$ cat config.mk
export PLATFORM = sky130hd
export DESIGN_NAME = hazard_scoreboard_unit
export DESIGN_NICKNAME = d
export VERILOG_FILES = /design/src/rtl/hazard_scoreboard_unit.sv
export SDC_FILE = /design/constraint.sdc
export NUM_CORES = 1
export LEC_CHECK = 0
export ABC_AREA = 1
export CORE_MARGIN = 10
export CORE_UTILIZATION = 59
export DETAILED_ROUTE_END_ITERATION = 12
export PLACE_DENSITY_LB_ADDON = 0.15
export SLEW_MARGIN = 20
export SYNTH_ARGS = -nofsm -noshare
export SYNTH_HDL_FRONTEND = slang
export SYNTH_SLANG_ARGS = --single-unit
$ cat constraint.sdc
create_clock -name clk -period 4.7 [get_ports clk]
set_clock_uncertainty 0.05 [all_clocks]
set_input_delay 0.705 -clock clk [delete_from_list [all_inputs] [get_ports clk]]
set_output_delay 0.705 -clock clk [all_outputs]
set_load 0.03 [all_outputs]
$ cat src/rtl/hazard_scoreboard_unit.sv
// ============================================================================
// Module  : hazard_scoreboard_unit
// Brief   : ID-stage hazard scoreboard with countdown counters, mul/div
//           occupancy tracking and a saturating stall-cycle counter.
// Revision: 1.0
// ============================================================================
`default_nettype none

module hazard_scoreboard_unit #(
    parameter int REG_AW       = 5,
    parameter int ALU_LAT      = 0,
    parameter int LOAD_LAT     = 1,
    parameter int MULDIV_LAT   = 4,
    parameter int BRANCH_EXTRA = 1,
    parameter int CNT_W        = 3,
    parameter int PERF_W       = 16
) (
    input  logic              clk,
    input  logic              rst_n,
    input  logic              id_valid,
    input  logic              id_kill,
    input  logic [REG_AW-1:0] id_rs,
    input  logic [REG_AW-1:0] id_rt,
    input  logic              id_use_rs,
    input  logic              id_use_rt,
    input  logic              id_rt_late,
    input  logic              id_is_branch,
    input  logic              id_wr_en,
    input  logic [REG_AW-1:0] id_wr_reg,
    input  logic [1:0]        id_class,
    output logic              pcHold,
    output logic              ifidHold,
    output logic              idexBubble,
    output logic [1:0]        stall_cause,
    output logic [PERF_W-1:0] stall_cycles
);

    localparam int NREG = 2**REG_AW;

    localparam logic [CNT_W-1:0] LD_ALU    = CNT_W'(ALU_LAT + BRANCH_EXTRA);
    localparam logic [CNT_W-1:0] LD_LOAD   = CNT_W'(LOAD_LAT + BRANCH_EXTRA);
    localparam logic [CNT_W-1:0] LD_MULDIV = CNT_W'(MULDIV_LAT + BRANCH_EXTRA);
    localparam logic [CNT_W-1:0] BUSY_LD   = CNT_W'(MULDIV_LAT);
    localparam logic [CNT_W-1:0] TH_NORM   = CNT_W'(BRANCH_EXTRA);
    localparam logic [CNT_W-1:0] TH_LATE   = CNT_W'(BRANCH_EXTRA + 1);

    localparam logic [1:0] CLS_LOAD   = 2'd1;
    localparam logic [1:0] CLS_MULDIV = 2'd2;

    logic [CNT_W-1:0] cnt [NREG];
    logic [CNT_W-1:0] busy;

    logic             active;
    logic [CNT_W-1:0] th_rs;
    logic [CNT_W-1:0] th_rt;
    logic             haz_rs;
    logic             haz_rt;
    logic             data_stall;
    logic             struct_stall;
    logic             stall;
    logic             issue;
    logic [CNT_W-1:0] ld_val;

    always_comb begin
        active       = id_valid & ~id_kill;
        // Branches resolve in ID and need the value one stage earlier than EX.
        th_rs        = id_is_branch ? '0 : TH_NORM;
        th_rt        = id_is_branch ? '0 : (id_rt_late ? TH_LATE : TH_NORM);
        haz_rs       = id_use_rs && (id_rs != '0) && (cnt[id_rs] > th_rs);
        haz_rt       = id_use_rt && (id_rt != '0) && (cnt[id_rt] > th_rt);
        data_stall   = active & (haz_rs | haz_rt);
        struct_stall = active & (id_class == CLS_MULDIV) & (busy != '0);
        stall        = data_stall | struct_stall;
        issue        = active & ~stall;

        stall_cause = 2'd0;
        if (data_stall) begin
            stall_cause = 2'd1;
        end else if (struct_stall) begin
            stall_cause = 2'd2;
        end

        case (id_class)
            CLS_LOAD:   ld_val = LD_LOAD;
            CLS_MULDIV: ld_val = LD_MULDIV;
            default:    ld_val = LD_ALU;
        endcase
    end

    assign pcHold     = stall;
    assign ifidHold   = stall;
    assign idexBubble = stall;

    // Register 0 is never loaded, so its counter stays at zero from reset.
    always_ff @(posedge clk or negedge rst_n) begin
        if (!rst_n) begin
            for (int r = 0; r < NREG; r++) begin
                cnt[r] <= '0;
            end
        end else begin
            for (int r = 0; r < NREG; r++) begin
                if (issue && id_wr_en && (id_wr_reg != '0) &&
                    (id_wr_reg == REG_AW'(r))) begin
                    cnt[r] <= ld_val;
                end else if (cnt[r] != '0) begin
                    cnt[r] <= cnt[r] - 1'b1;
                end
            end
        end
    end

    always_ff @(posedge clk or negedge rst_n) begin
        if (!rst_n) begin
            busy <= '0;
        end else if (issue && (id_class == CLS_MULDIV)) begin
            busy <= BUSY_LD;
        end else if (busy != '0) begin
            busy <= busy - 1'b1;
        end
    end

    always_ff @(posedge clk or negedge rst_n) begin
        if (!rst_n) begin
            stall_cycles <= '0;
        end else if (stall && (stall_cycles != '1)) begin
            stall_cycles <= stall_cycles + 1'b1;
        end
    end

endmodule

`default_nettype wire

==> flow_summary.json <==
{
  "status": "completed",
  "htreeDepth": 4,
  "finalCritPeriodShare_pct": 96.3,
  "power_density_mw_per_mm2": 619,
  "wl_met2_um": 12500,
  "m1WireLength_um": 11400,
  "startpoint_type": "primary input",
  "cts_sinks": 115,
  "die_w_um": 146,
  "ys_warn_count": 0,
  "area_growth_pct": 14.5,
  "hold_viol": 0,
  "vias_per_cell": 5.51,
  "place_congestion": 1.05,
  "grt_antenna_before_repair": 0,
  "highest_layer": "met4",
  "synth_cell_types": 39,
  "crit_type": "in -> out",
  "grtUsageTotal_pct": 25.5,
  "nets": 1521,
  "critical_path_required_ns": 3.94,
  "hold_class": "in -> async",
  "yosysTopAreaCell": "dfrtp_1",
  "relSlewSlack_pct": 41.5,
  "peakVddDrop_v": 0.000411,
  "grt_pass1_wl_um": 44500,
  "die_area_sq_mm": 0.0212,
  "max_freq_ghz": 0.221,
  "rows": 45,
  "die_h_um": 146,
  "cts_root_buffer": "clkbuf_16",
  "place_ws_ns": -0.0291,
  "fillerInstances": 1332,
  "ys_seq_area_share_pct": 30.9,
  "port_buffers": 46,
  "syn_area_per_cell_sq_um": 6.77,
  "cts_tree": "done",
  "drive_above_1_share_pct": 6.33,
  "vias": 9091,
  "cts_hold_buf": 0,
  "synth-async-reset-ratio_pct": 100,
  "dr.pass1.iters": 5,
  "synth_top_area_share_pct": 30.9,
  "grt_pass1_vias": 8831,
  "start_util_pct": 60.8,
  "crit_fanout": 7,
  "antenna_left": 0,
  "num_io_pins": 47,
  "clkTransAtPathRegs_ns": 0.06,
  "grt_start_max_net_pins": 63,
  "worst_pin_slew_ns": 0.875,
  "cap_violations": 0,
  "dp.final_hpwl_um": 19700,
  "power.leakage_nw": 5.75,
  "met3WireLength_um": 2100,
  "synth_edf_count": 0,
  "coreArea_sq_mm": 0.0153,
  "synthFlopType": "dfrtp_1",
  "slew_violations": 0,
  "worstSetupEndpointType": "primary output",
  "fin_ws_ns": 0.172,
  "synth_area_leaders": "dfrtp_1 31%, nand2_1 16%, ha_1 9.4%, inv_1 7.8%, nand3_1 6.9%",
  "clock_latency_ns": 0.44,
  "setup_tns_ns": 0,
  "crit_arrival_ns": 3.77,
  "routed_wirelength_um": 26800,
  "cts_buffers": 17,
  "synth_seq_cells": 115,
  "drc": 0,
  "netlist_area_sq_mm": 0.00932,
  "setup_viol": 0,
  "syn-num-nets": 1472,
  "drt_iter0_drc": 847,
  "clockBufferDepth": 2,
  "wl_per_cell_um": 16.3,
  "rsz0062_at_grt": "false",
  "netlist_instances": 1376,
  "n_antenna_cell": 0,
  "grt_overflow_total": 0,
  "fin_crit_ns": 4.53
}
[timing repair]
| action | CTS | global route |
|---|---|---|
| endpoints found under the setup margin | 3 | 0 |
| buffers inserted | 0 | 0 |
| gates resized for setup | 3 | 0 |
[per-layer routing]
layer	up-vias	GRT usage (%)
met4	0	11.0
met5	-	0
met3	73	5.65
met1	4159	32.0
met2	369	41.3
li1	4490	-
[final cells by class]
| cell class | instances | area [sq um] | area share (%) |
|---|---|---|---|
| multi-input cells | 1017 | 5450 | 51.1 |
| flip-flops and latches | 115 | 2880 | 27.0 |
| repair buffers | 77 | 769 | 7.21 |
| inverters | 197 | 739 | 6.93 |
| clock buffers | 18 | 439 | 4.12 |
| well taps | 211 | 264 | 2.47 |
| clock inverters | 14 | 129 | 1.21 |
[sequential cells by signal, summed over array words and instances (netlist names)]
name,count
stall_cycles,16
cnt,96
busy,3
[worst max-delay path: stages]
cell and delay, ns:
clkdlybuf4s50_1 0.51, buf_4 0.21, nor2_2 0.25, a221oi_1 0.16
a221oi_1 0.32, o21ai_0 0.14, ha_1 0.28, or2_2 0.29
nand3_1 0.14, nand2_2 0.10, nand2_2 0.10, nand2_4 0.06
nand2_2 0.09, dlygate4sd2_1 0.42
[power breakdown]
part	internal, mW	total, mW	switching [mW]
clock network	0.743	1.26	0.521
logic	1.36	3.41	2.05
registers	1.49	1.93	0.446
total	3.59	6.61	3.02
[cells in the mapped netlist, types with 2 or more instances]
library cell    n
buf_1           2
inv_2           2
nand2_1       385
nor3_1          6
clkbuf_1       24
inv_1         194
nand3b_1       11
buf_4          11
nand4_1        29
o211ai_1        5
buf_6           3
nor4_1          2
dfrtp_1       115
a31oi_1         2
o22ai_1         2
nand2_2         3
o221ai_1        3
a21oi_1        61
o21ai_0       101
xor2_1         56
ha_1           70
or2_2          14
a221oi_1        3
buf_2           7
xnor2_1        11
nand3_1       128
o21ai_1         6
nor2_1        109
[stage by stage]
| stage | total power, mW | std cells | instance area, sq um | utilization, % | hold WS (ns) |
|---|---|---|---|---|---|
| after floorplan | 4.44 | 1376 | 9320 | - | 0.359 |
| after global placement | 5.20 | 1617 | 10100 | 66.0 | 0.421 |
| after detailed placement | 5.30 | 1617 | 10100 | 66.0 | 0.438 |
| after CTS | 6.60 | 1649 | 10700 | 69.7 | 0.262 |
| after global routing | 7.33 | 1649 | 10700 | 69.7 | 0.277 |
| final | 6.61 | 1649 | 10700 | 69.7 | 0.233 |
[placed cells by master, fill, tap and decap left out, types with 11 or more instances in the layout]
cell type          n
nand2_1          385
inv_1            194
nand3_1          128
dfrtp_1          115
nor2_1           109
o21ai_0          101
ha_1              70
a21oi_1           61
xor2_1            56
clkdlybuf4s50_1   40
nand4_1           29
buf_4             27
clkbuf_16         17
or2_2             14
xnor2_1           11
nand3b_1          11
[worst paths after layout]
check                          from          endpoint  slack, ns  cells past startpoint
setup / recovery           id_rs[1]            pcHold       0.17                     14
hold / removal                rst_n           cnt[54]       0.23                      1
setup reg to reg            cnt[33]  stall_cycles[12]       1.26                     17
hold reg to reg             cnt[93]           cnt[93]       0.45                      1
max in group asynchronous     rst_n           cnt[27]       3.44                      2
min in group clk            cnt[93]           cnt[93]       0.45                      1
[cells by family (layout without fill, tap and decap cells)]
logic type / count (synthesis) / after routing / synth area share (%)
AOI/OAI and AO/OA: 187 / 187 / 10.7
xor gates and xnor gates: 67 / 67 / 6.30
adders and majority gates: 70 / 70 / 9.40
buffers and inverters: 244 / 306 / 10.6
DFF: 115 / 115 / 30.9
muxes: 1 / 1 / 0.107
and+or+nand+nor: 692 / 692 / 32.0
(Power assumes the default switching activity.)
